--- src/rtl/acia_pkg.sv ---
// Shared definitions for the ACIA bus bridge: register map, status/control
// bit positions and the TX feeder state encoding.
package acia_pkg;

   localparam logic [1:0] ADDR_DATA   = 2'd0;
   localparam logic [1:0] ADDR_STATUS = 2'd1;
   localparam logic [1:0] ADDR_CTRL   = 2'd2;
   localparam logic [1:0] ADDR_RXCNT  = 2'd3;

   localparam int ST_RX_AVAIL = 0;
   localparam int ST_TX_SPACE = 1;
   localparam int ST_RX_OVR   = 2;
   localparam int ST_TX_IDLE  = 3;
   localparam int ST_TX_OVF   = 4;
   localparam int ST_IRQ      = 7;

   localparam int CTRL_RX_IE = 0;
   localparam int CTRL_TX_IE = 1;

   typedef enum logic [1:0] {
      TX_IDLE  = 2'd0,
      TX_ISSUE = 2'd1,
      TX_WAIT  = 2'd2
   } tx_state_t;

   // Occupancy can reach 256 for the deepest FIFO, which no longer fits a byte.
   function automatic logic [7:0] sat_count(input logic [8:0] c);
      return (c > 9'd255) ? 8'hFF : c[7:0];
   endfunction

endpackage

--- src/rtl/sync_fifo.sv ---
// Single-clock FIFO with a combinational head. Full/empty come from the
// occupancy count; pointers wrap naturally because DEPTH is a power of two.
module sync_fifo #(
   parameter int DEPTH = 16,
   parameter int WIDTH = 8
) (
   input  logic                     i_clk,
   input  logic                     i_reset,
   input  logic                     i_push,
   input  logic                     i_pop,
   input  logic [WIDTH-1:0]         i_data,
   output logic [WIDTH-1:0]         o_head,
   output logic                     o_full,
   output logic                     o_empty,
   output logic [$clog2(DEPTH):0]   o_count
);

   localparam int AW = $clog2(DEPTH);
   localparam int CW = AW + 1;

   logic [WIDTH-1:0] r_mem [DEPTH];
   logic [AW-1:0]    r_rd_ptr;
   logic [AW-1:0]    r_wr_ptr;
   logic [CW-1:0]    r_count;
   logic             w_do_pop;
   logic             w_do_push;

   // A push into a full FIFO still succeeds when a pop frees a slot that cycle.
   assign w_do_pop  = i_pop & (r_count != '0);
   assign w_do_push = i_push & ((r_count != CW'(DEPTH)) | w_do_pop);

   always_ff @(posedge i_clk or posedge i_reset) begin
      if (i_reset) begin
         r_rd_ptr <= '0;
         r_wr_ptr <= '0;
         r_count  <= '0;
      end else begin
         if (w_do_push) r_wr_ptr <= r_wr_ptr + AW'(1);
         if (w_do_pop)  r_rd_ptr <= r_rd_ptr + AW'(1);
         if (w_do_push & ~w_do_pop)      r_count <= r_count + CW'(1);
         else if (w_do_pop & ~w_do_push) r_count <= r_count - CW'(1);
      end
   end

   always_ff @(posedge i_clk) begin
      if (w_do_push) r_mem[r_wr_ptr] <= i_data;
   end

   assign o_head  = r_mem[r_rd_ptr];
   assign o_full  = (r_count == CW'(DEPTH));
   assign o_empty = (r_count == '0);
   assign o_count = r_count;

endmodule

--- src/rtl/acia_bus_bridge.sv ---
// CPU-side register bridge for a UART: RX/TX FIFOs, sticky error flags,
// interrupt generation and a feeder FSM that hands TX bytes to the UART.
module acia_bus_bridge
   import acia_pkg::*;
#(
   parameter int FIFO_DEPTH = 16
) (
   input  logic       clk,
   input  logic       reset,
   input  logic       cs,
   input  logic       rw,
   input  logic [1:0] addr,
   input  logic [7:0] din,
   output logic [7:0] dout,
   output logic       irq,
   input  logic       rx_rdy,
   input  logic [7:0] rx_data,
   output logic       ena_tx,
   output logic [7:0] tx_data,
   input  logic       tx_busy
);

   localparam int CW = $clog2(FIFO_DEPTH) + 1;

   logic          w_rd, w_wr, w_clr;
   logic          w_rx_pop, w_rx_full, w_rx_empty, w_rx_ovr_set;
   logic [7:0]    w_rx_head;
   logic [CW-1:0] w_rx_count;
   logic          w_tx_req, w_tx_push, w_tx_pop, w_tx_full, w_tx_empty, w_tx_ovf_set;
   logic [7:0]    w_tx_head;
   logic [CW-1:0] w_tx_count;
   logic          w_unused_tx_count;
   logic [7:0]    w_status;
   logic          w_irq;
   logic          w_load;
   tx_state_t     r_state, w_next;
   logic [1:0]    r_ctrl;
   logic          r_rx_ovr, r_tx_ovf;
   logic [7:0]    r_dout, r_tx_data;

   assign w_rd     = cs & rw;
   assign w_wr     = cs & ~rw;
   assign w_clr    = w_wr & (addr == ADDR_STATUS);
   assign w_rx_pop = w_rd & (addr == ADDR_DATA);
   assign w_tx_req = w_wr & (addr == ADDR_DATA);

   // A pop in the same cycle makes room, so only an unmatched full push overruns.
   assign w_rx_ovr_set = rx_rdy & w_rx_full & ~w_rx_pop;
   assign w_tx_push    = w_tx_req & ~w_tx_full;
   assign w_tx_ovf_set = w_tx_req & w_tx_full;
   assign w_unused_tx_count = ^w_tx_count;

   sync_fifo #(.DEPTH(FIFO_DEPTH), .WIDTH(8)) u_rx_fifo (
      .i_clk   (clk),
      .i_reset (reset),
      .i_push  (rx_rdy),
      .i_pop   (w_rx_pop),
      .i_data  (rx_data),
      .o_head  (w_rx_head),
      .o_full  (w_rx_full),
      .o_empty (w_rx_empty),
      .o_count (w_rx_count)
   );

   sync_fifo #(.DEPTH(FIFO_DEPTH), .WIDTH(8)) u_tx_fifo (
      .i_clk   (clk),
      .i_reset (reset),
      .i_push  (w_tx_push),
      .i_pop   (w_tx_pop),
      .i_data  (din),
      .o_head  (w_tx_head),
      .o_full  (w_tx_full),
      .o_empty (w_tx_empty),
      .o_count (w_tx_count)
   );

   always_ff @(posedge clk or posedge reset) begin
      if (reset) begin
         r_rx_ovr <= 1'b0;
         r_tx_ovf <= 1'b0;
         r_ctrl   <= 2'b00;
      end else begin
         // Set events take priority over a simultaneous clear.
         r_rx_ovr <= w_rx_ovr_set | (r_rx_ovr & ~(w_clr & din[ST_RX_OVR]));
         r_tx_ovf <= w_tx_ovf_set | (r_tx_ovf & ~(w_clr & din[ST_TX_OVF]));
         if (w_wr && addr == ADDR_CTRL) r_ctrl <= din[1:0];
      end
   end

   assign w_irq = (r_ctrl[CTRL_RX_IE] & ~w_rx_empty) |
                  (r_ctrl[CTRL_TX_IE] & ~w_tx_full) |
                  r_rx_ovr | r_tx_ovf;

   always_comb begin
      w_status              = 8'h00;
      w_status[ST_RX_AVAIL] = ~w_rx_empty;
      w_status[ST_TX_SPACE] = ~w_tx_full;
      w_status[ST_RX_OVR]   = r_rx_ovr;
      w_status[ST_TX_IDLE]  = w_tx_empty & ~tx_busy;
      w_status[ST_TX_OVF]   = r_tx_ovf;
      w_status[ST_IRQ]      = w_irq;
   end

   always_ff @(posedge clk or posedge reset) begin
      if (reset) begin
         r_dout <= 8'h00;
      end else if (w_rd) begin
         case (addr)
            ADDR_DATA:   r_dout <= w_rx_empty ? 8'h00 : w_rx_head;
            ADDR_STATUS: r_dout <= w_status;
            ADDR_CTRL:   r_dout <= {6'b000000, r_ctrl};
            default:     r_dout <= sat_count(9'(w_rx_count));
         endcase
      end
   end

   always_ff @(posedge clk or posedge reset) begin
      if (reset) begin
         r_state   <= TX_IDLE;
         r_tx_data <= 8'h00;
      end else begin
         r_state <= w_next;
         if (w_load) r_tx_data <= w_tx_head;
      end
   end

   // tx_data is captured on entry to ISSUE so it is already valid with ena_tx.
   always_comb begin
      w_next   = r_state;
      w_load   = 1'b0;
      w_tx_pop = 1'b0;
      case (r_state)
         TX_IDLE: begin
            if (!w_tx_empty && !tx_busy) begin
               w_next = TX_ISSUE;
               w_load = 1'b1;
            end
         end
         TX_ISSUE: begin
            w_tx_pop = 1'b1;
            w_next   = TX_WAIT;
         end
         TX_WAIT:  w_next = TX_IDLE;
         default:  w_next = TX_IDLE;
      endcase
   end

   assign ena_tx  = (r_state == TX_ISSUE);
   assign tx_data = r_tx_data;
   assign dout    = r_dout;
   assign irq     = w_irq;

endmodule

--- config.mk ---
export PLATFORM = sky130hd
export DESIGN_NAME = acia_bus_bridge
export DESIGN_NICKNAME = d
export VERILOG_FILES = /design/src/rtl/acia_pkg.sv /design/src/rtl/sync_fifo.sv /design/src/rtl/acia_bus_bridge.sv
export SDC_FILE = /design/constraint.sdc
export NUM_CORES = 1
export LEC_CHECK = 0
export CAP_MARGIN = 5
export CORE_UTILIZATION = 50
export CTS_CLUSTER_SIZE = 16
export DETAILED_ROUTE_END_ITERATION = 8
export PLACE_DENSITY_LB_ADDON = 0.12
export SETUP_SLACK_MARGIN = 0.15
export SYNTH_ARGS = -nofsm -noshare
export SYNTH_HDL_FRONTEND = slang
export SYNTH_SLANG_ARGS = --single-unit
--- constraint.sdc ---
create_clock -name clk -period 8 [get_ports clk]
set_clock_uncertainty 0.05 [all_clocks]
set_input_delay 1.2 -clock clk [delete_from_list [all_inputs] [get_ports clk]]
set_output_delay 1.2 -clock clk [all_outputs]
set_load 0.1 [all_outputs]
* Yosys cells after proc, flatten, opt, wreduce, memory -nomap -nowiden
Memories as Yosys holds them, arrays and structs flattened. A register that Yosys moved wholly into a read port is not among the register bits.
Cells that the tools add are included.
** Word-level totals
- Register bits after elaboration :: 40
- Latch bits :: 0
- Memory bits (writable) :: 256
- ROM bits :: 0
- Bits of input ports :: 24
- Output and inout port bits :: 18
- Logic and storage cells :: 98
- Memories kept :: 2
** Cells by class
- Add/sub/neg operators :: 8
- $mul :: 0
- Div/mod/pow operators :: 0
- Order comparisons :: 0
- Eq/ne operators :: 8
- Shift operators :: 0
- Mux-type cells :: 15
- Bitwise gates (word level) :: 42
- Reduce and logical (&&, ||, !) cells :: 12
** Memory list
- u_rx_fifo.r_mem :: depth 16, width 8, rd ports 1, clocked after memory_dff 0, wr ports 1, RTL line sync_fifo.sv:21 : logic [WIDTH-1:0] r_mem [DEPTH];
- u_tx_fifo.r_mem :: depth 16, width 8, rd ports 1, clocked after memory_dff 1, wr ports 1, RTL line sync_fifo.sv:21
** Operators with widths (number)
- $and A1 B1 Y1 :: 24
- $pmux W8 S3 :: 1
- $mux W5 :: 4
- $add A4 B1 Y4 const B :: 4
- $not A1 Y1 :: 11
- $add A5 B1 Y5 const B :: 2
- $eq A5 B5 Y1 const B :: 2
- $logic_not A5 Y1 :: 2
- $ne A5 B5 Y1 const B :: 2
- $reduce_bool A5 Y1 :: 2
- $sub A5 B1 Y5 const B :: 2
- $mux W8 :: 1
- $mux W1 :: 7
- $or A1 B1 Y1 :: 7
- $eq A2 B1 Y1 const B :: 2
- $logic_not A2 Y1 :: 2
- $pmux W2 S2 :: 1
- $reduce_bool A2 Y1 :: 2
- $eq A2 B2 Y1 const B :: 1
- $logic_and A1 B1 Y1 :: 2
- $logic_not A1 Y1 :: 2
- $mux W2 :: 1
- $ne A2 B2 Y1 const B :: 1

* Depth between registers and ports, before layout
- Depth in word-level cells :: 9
- Gate-level depth with buffers :: 12
- Gate-level depth less buffers :: 12

* Cells and area by module
From an unflattened synthesis, not the netlist that was laid out.
** Unflattened totals
- Cell total of the unflattened synthesis :: 739
- Area total of the unflattened synthesis :: 12553.3 sq um
** Modules (own cells, without submodules)
- sync_fifo :: instances 2, cells an instance 320, area each 5740.5 sq um, seq. area each 4169.0 sq um
- acia_bus_bridge :: instances 1, cells an instance 99, area each 1072.3 sq um, seq. area each 550.5 sq um

* Worst setup path after synthesis
Ideal clock, no wire load.
- Path kind :: reg-to-reg
- Start :: reg r_state[1]
- End :: reg u_tx_fifo.r_count[4], in the netlist u_tx_fifo.o_count[4]
- Library setup time :: 79 ps
- Arrival :: 3653 ps
- Data required time :: 7871 ps
- Slack :: 4218 ps
- Cell stages (with the launch flop) :: 12
- Buffers on the path :: 0
- Clock period less this slack :: 3782 ps
- Cells stage by stage :: dfrtp_1 > nor2b_1 > and2_1 > inv_1 > ha_1 > inv_1 > ha_1 > nor2b_1 > o21a_1 > or3_1 > a21oi_1 > xor2_1
** On the way
- Longest elaborated chain between the ends :: 8
- Elaborated cells on any way between the ends :: 11
- Those cells by class :: eq/ne (1); mux (2); bitwise (7); reduce/logical (1)
** RTL lines
- start, declared :: RTL line acia_bus_bridge.sv:36 : tx_state_t r_state, w_next;
- start signal, assigned :: RTL line acia_bus_bridge.sv:122 : r_state <= w_next;
- $eq A2 B1 Y1 *
- net ena_tx :: RTL line acia_bus_bridge.sv:18 : output logic ena_tx,
- $mux W1 * :: RTL line acia_bus_bridge.sv:132 : case (r_state)
- $and A1 B1 Y1 * :: RTL line sync_fifo.sv:29 : assign w_do_pop = i_pop & (r_count != '0);
- $or A1 B1 Y1 :: RTL line sync_fifo.sv:30 : assign w_do_push = i_push & ((r_count != CW'(DEPTH)) | w_do_pop);
- $and A1 B1 Y1 :: RTL line sync_fifo.sv:30
- $not A1 Y1 :: RTL line sync_fifo.sv:41 : else if (w_do_pop & ~w_do_push) r_count <= r_count - CW'(1);
- $and A1 B1 Y1 :: RTL line sync_fifo.sv:41
- $reduce_bool A2 Y1 (no line)
- end signal, assigned :: RTL line sync_fifo.sv:40 : if (w_do_push & ~w_do_pop) r_count <= r_count + CW'(1);
- end signal, assigned :: RTL line sync_fifo.sv:41
- end, declared :: RTL line sync_fifo.sv:24 : logic [CW-1:0] r_count;
The timed path passes the listed nets; every way through them passes the cells marked *.
A chain may end at the register's enable or synchronous reset.

* Worst setup path in the final report
- Start :: reg u_rx_fifo.r_count[0], in the netlist u_rx_fifo.o_count[0]
- End :: out irq
** On the way
- Longest elaborated chain between the ends :: 6
** RTL lines
- start, declared :: RTL line sync_fifo.sv:24
- start signal, assigned :: RTL line sync_fifo.sv:40
- start signal, assigned :: RTL line sync_fifo.sv:41
- $logic_not A5 Y1 :: RTL line sync_fifo.sv:51 : assign o_empty = (r_count == '0);
- $not A1 Y1 :: RTL line acia_bus_bridge.sv:90 : assign w_irq = (r_ctrl[CTRL_RX_IE] & ~w_rx_empty) |
- $and A1 B1 Y1 :: RTL line acia_bus_bridge.sv:90
- $or A1 B1 Y1 :: RTL line acia_bus_bridge.sv:90
- $or A1 B1 Y1 :: RTL line acia_bus_bridge.sv:91 : (r_ctrl[CTRL_TX_IE] & ~w_tx_full) |
- $or A1 B1 Y1 :: RTL line acia_bus_bridge.sv:92 : r_rx_ovr | r_tx_ovf;
- end, declared :: RTL line acia_bus_bridge.sv:15 : output logic irq,
Every way passes these cells.

==> impl_metrics.json <==
{
  "postCtsHoldBufs": 0,
  "relSlewSlack_pct": 17.0,
  "die_x_um": 159,
  "grt_overflow": 0,
  "synth_top_area_share_pct": 62.2,
  "die_y_um": 159,
  "synth_warnings": 0,
  "dr.pass1.iters": 5,
  "min_period_ns": 4.48,
  "netSwitchingFraction_pct": 31.8,
  "internal_power_mw": 3.42,
  "hp-start": "r_state[1]$_DFFE_PP0P_",
  "crit_slowest_cell": "clkdlybuf4s50_1",
  "worst-r2r-setup-slack_ns": 4.76,
  "root_buffer": "clkbuf_16",
  "worstMarginPinSlew_ns": 1.23,
  "holdPathEnd": "r_state[1]$_DFFE_PP0P_",
  "clock_path_buffers": 3,
  "routed_wl_um": 24200,
  "nNetsFinal": 755,
  "ys.flop_type": "edfxtp_1",
  "antenna_found_initial": 0,
  "end_kind": "output port",
  "start_kind": "flop",
  "synth_area_leader_cell": "edfxtp_1",
  "synth_nets": 704,
  "post-route-drc-count": 0,
  "combPwrFrac_pct": 28.1,
  "clock_sinks": 304,
  "place_area_sq_um": 13100,
  "drt-initial-drc-count": 422,
  "ir_drop_mv": 0.304,
  "avgSynthCellArea_sq_um": 18.7,
  "r2r_start": "u_tx_fifo.o_count[0]$_DFFE_PP0P_",
  "fin_crit_sh_pct": 56.0,
  "crit_path_max_fanout": 6,
  "fillCellCount": 1802,
  "finalMaxSlewViolations": 0,
  "cts-resized-gates": 0,
  "r2r-end": "u_tx_fifo.o_count[4]$_DFFE_PP0P_",
  "critPathMaxStageDelay_ns": 0.98,
  "fmax_mhz": 223,
  "grt_max_degree": 49,
  "post_cts_buffers": 0,
  "htreeDepth": 1,
  "ys_seq_elements": 304,
  "worstPathArrival_ns": 3.23,
  "clkTransAtPathRegs_ns": 0.06,
  "cts_made_buffers": 31,
  "ys_top_cells_by_area": "edfxtp_1 (62%), mux4_2 (11%), dfrtp_1 (9.7%)",
  "dp_hpwl_um": 15300,
  "critPathKind": "reg2out",
  "postSynthCellCount": 660,
  "area_growth_pct": 14.6,
  "hold_class": "reg2reg",
  "synth_area_sq_um": 12400,
  "start_util_pct": 51.0,
  "finalSetupViolCount": 0,
  "final_cell_area_sq_um": 14200,
  "ys_types": 49,
  "io_pins": 42,
  "status": "complete, no violations",
  "grt_pass1_vias": 6396,
  "cts_tree": "built",
  "cp.required_ns": 6.75,
  "rsz0062_at_grt": "false",
  "worstHoldPathCells": 1,
  "rows": 57,
  "design.die.area_sq_um": 25300,
  "grtUsageTotal_pct": 20.0,
  "cap_violations": 0,
  "clockPowerShare_pct": 30.0,
  "seq_area_frac_synth_pct": 71.9,
  "timing.hold.ws_ns": 0.408,
  "ff2ff_path_depth": 12,
  "synth-edff-count": 256,
  "wl_per_cell_um": 22.9,
  "gp_congestion": 0.858,
  "crit_chain": "or4_1, o21a_1, a2111o_1, clkdlybuf4s50_1",
  "pwr-share-seq_pct": 41.9,
  "drive_gt1_share_pct": 17.8,
  "final_cell_mix": "edfxtp_1 (256), mux4_2 (61), dfrtp_1 (46)",
  "p_leak_nw": 4.76,
  "portBuffers": 41,
  "antenna_left": 0,
  "grt_pass1_wl_um": 38000,
  "hold_viol_final": 0,
  "clk_latency_ns": 0.55,
  "vias": 6074,
  "tns_ns": 0,
  "switching_power_mw": 1.60,
  "vias_per_cell": 5.74,
  "final_common_cell": "edfxtp_1",
  "p_per_area_nw_per_um2": 354,
  "insertedDiodeCount": 0,
  "core_area_sq_um": 24200,
  "async_reset_ff_share_pct": 15.8
}
## final cells by class
| type | count | area (sq um) | share of cell area [%] |
|---|---|---|---|
| sequential | 304 | 8890 | 62.8 |
| clock buffer | 39 | 826 | 5.83 |
| tap | 324 | 405 | 2.86 |
| clock inverter | 18 | 244 | 1.72 |
| timing repair buffer | 50 | 478 | 3.37 |
| inverter | 17 | 63.8 | 0.451 |
| multi-input combinational | 307 | 3250 | 23.0 |
## state kept, by name, indices dropped and copies added (netlist names)
| name | cells |
|---|---|
| u_rx_fifo.r_rd_ptr | 4 |
| dout | 8 |
| u_tx_fifo.r_mem | 128 |
| r_rx_ovr | 1 |
| r_state | 2 |
| u_rx_fifo.o_count | 5 |
| r_ctrl | 2 |
| r_tx_ovf | 1 |
| u_tx_fifo.r_rd_ptr | 4 |
| u_rx_fifo.r_wr_ptr | 4 |
| tx_data | 8 |
| u_tx_fifo.o_count | 5 |
| u_tx_fifo.r_wr_ptr | 4 |
| u_rx_fifo.r_mem | 128 |
## critical path: cells and delay by family, from the launching register on
kind | cells | cell delay, ns
simple gates | 1 | 0.61
compound gates | 2 | 0.61
flops | 1 | 0.48
buf+inv | 1 | 0.98
## worst max path at each step
stage                     slack (ns)                             start                                to  cells after the start
after global routing            3.45  u_rx_fifo.o_count[0]$_DFFE_PP0P_                               irq                      4
after global placement          3.61                           addr[1]  u_rx_fifo.o_count[4]$_DFFE_PP0P_                     11
after detailed placement        3.50                           addr[1]  u_rx_fifo.o_count[4]$_DFFE_PP0P_                     11
after floorplan                 4.22            r_state[1]$_DFFE_PP0P_  u_tx_fifo.o_count[4]$_DFFE_PP0P_                     11
final                           3.52  u_rx_fifo.o_count[0]$_DFFE_PP0P_                               irq                      4
after CTS                       3.51  u_rx_fifo.o_count[0]$_DFFE_PP0P_                               irq                      4
## synthesized netlist by cell type, types with 10 or more instances
master,count
edfxtp_1,256
nand2_1,40
dfrtp_1,48
buf_2,13
inv_1,16
nor2_1,28
o21ai_0,10
mux4_2,61
ha_1,18
clkbuf_1,13
xnor2_1,16
and2_1,10
a21oi_1,11
mux2i_1,27
## power groups by stage
stage / registers (mW) / logic, mW / clock network, mW
global route: 2.13 / 1.52 / 1.59
detailed placement: 2.14 / 1.43 / 0
floorplan: 2.24 / 0.938 / 0
finish: 2.10 / 1.41 / 1.50
CTS: 2.11 / 1.43 / 1.53
global placement: 2.13 / 1.40 / 0
## stage by stage
stage                     utilization (%)  total power, mW  cells  setup slack, ns
after CTS                            58.4             5.07   1059             3.51
final                                58.4             5.02   1059             3.52
after detailed placement             54.0             3.56   1002             3.50
after global routing                 58.4             5.24   1059             3.45
after global placement               54.0             3.52   1002             3.61
after floorplan                         -             3.18    660             4.22
## metal layers
| layer | track usage [%] | share of wire [%] |
|---|---|---|
| met5 | 0 | 0 |
| met4 | 6.91 | 3.2 |
| met3 | 2.68 | 4.0 |
| met2 | 35.2 | 52 |
| met1 | 25.5 | 40 |
## kinds of logic (layout without fill, tap and decap cells)
| logic type | after synthesis | after routing | share of synthesized area [%] |
|---|---|---|---|
| buffers and inverters | 49 | 124 | 1.72 |
| multiplexers | 100 | 100 | 15.1 |
| AND/OR/NAND/NOR | 116 | 116 | 4.62 |
| adder cells (fa/ha/maj) | 20 | 20 | 2.15 |
| flip-flops | 304 | 304 | 71.9 |
| AO/OA/AOI/OAI | 50 | 50 | 2.96 |
| XOR/XNOR | 21 | 21 | 1.49 |
Note: power is estimated with default switching activity, not from simulation.
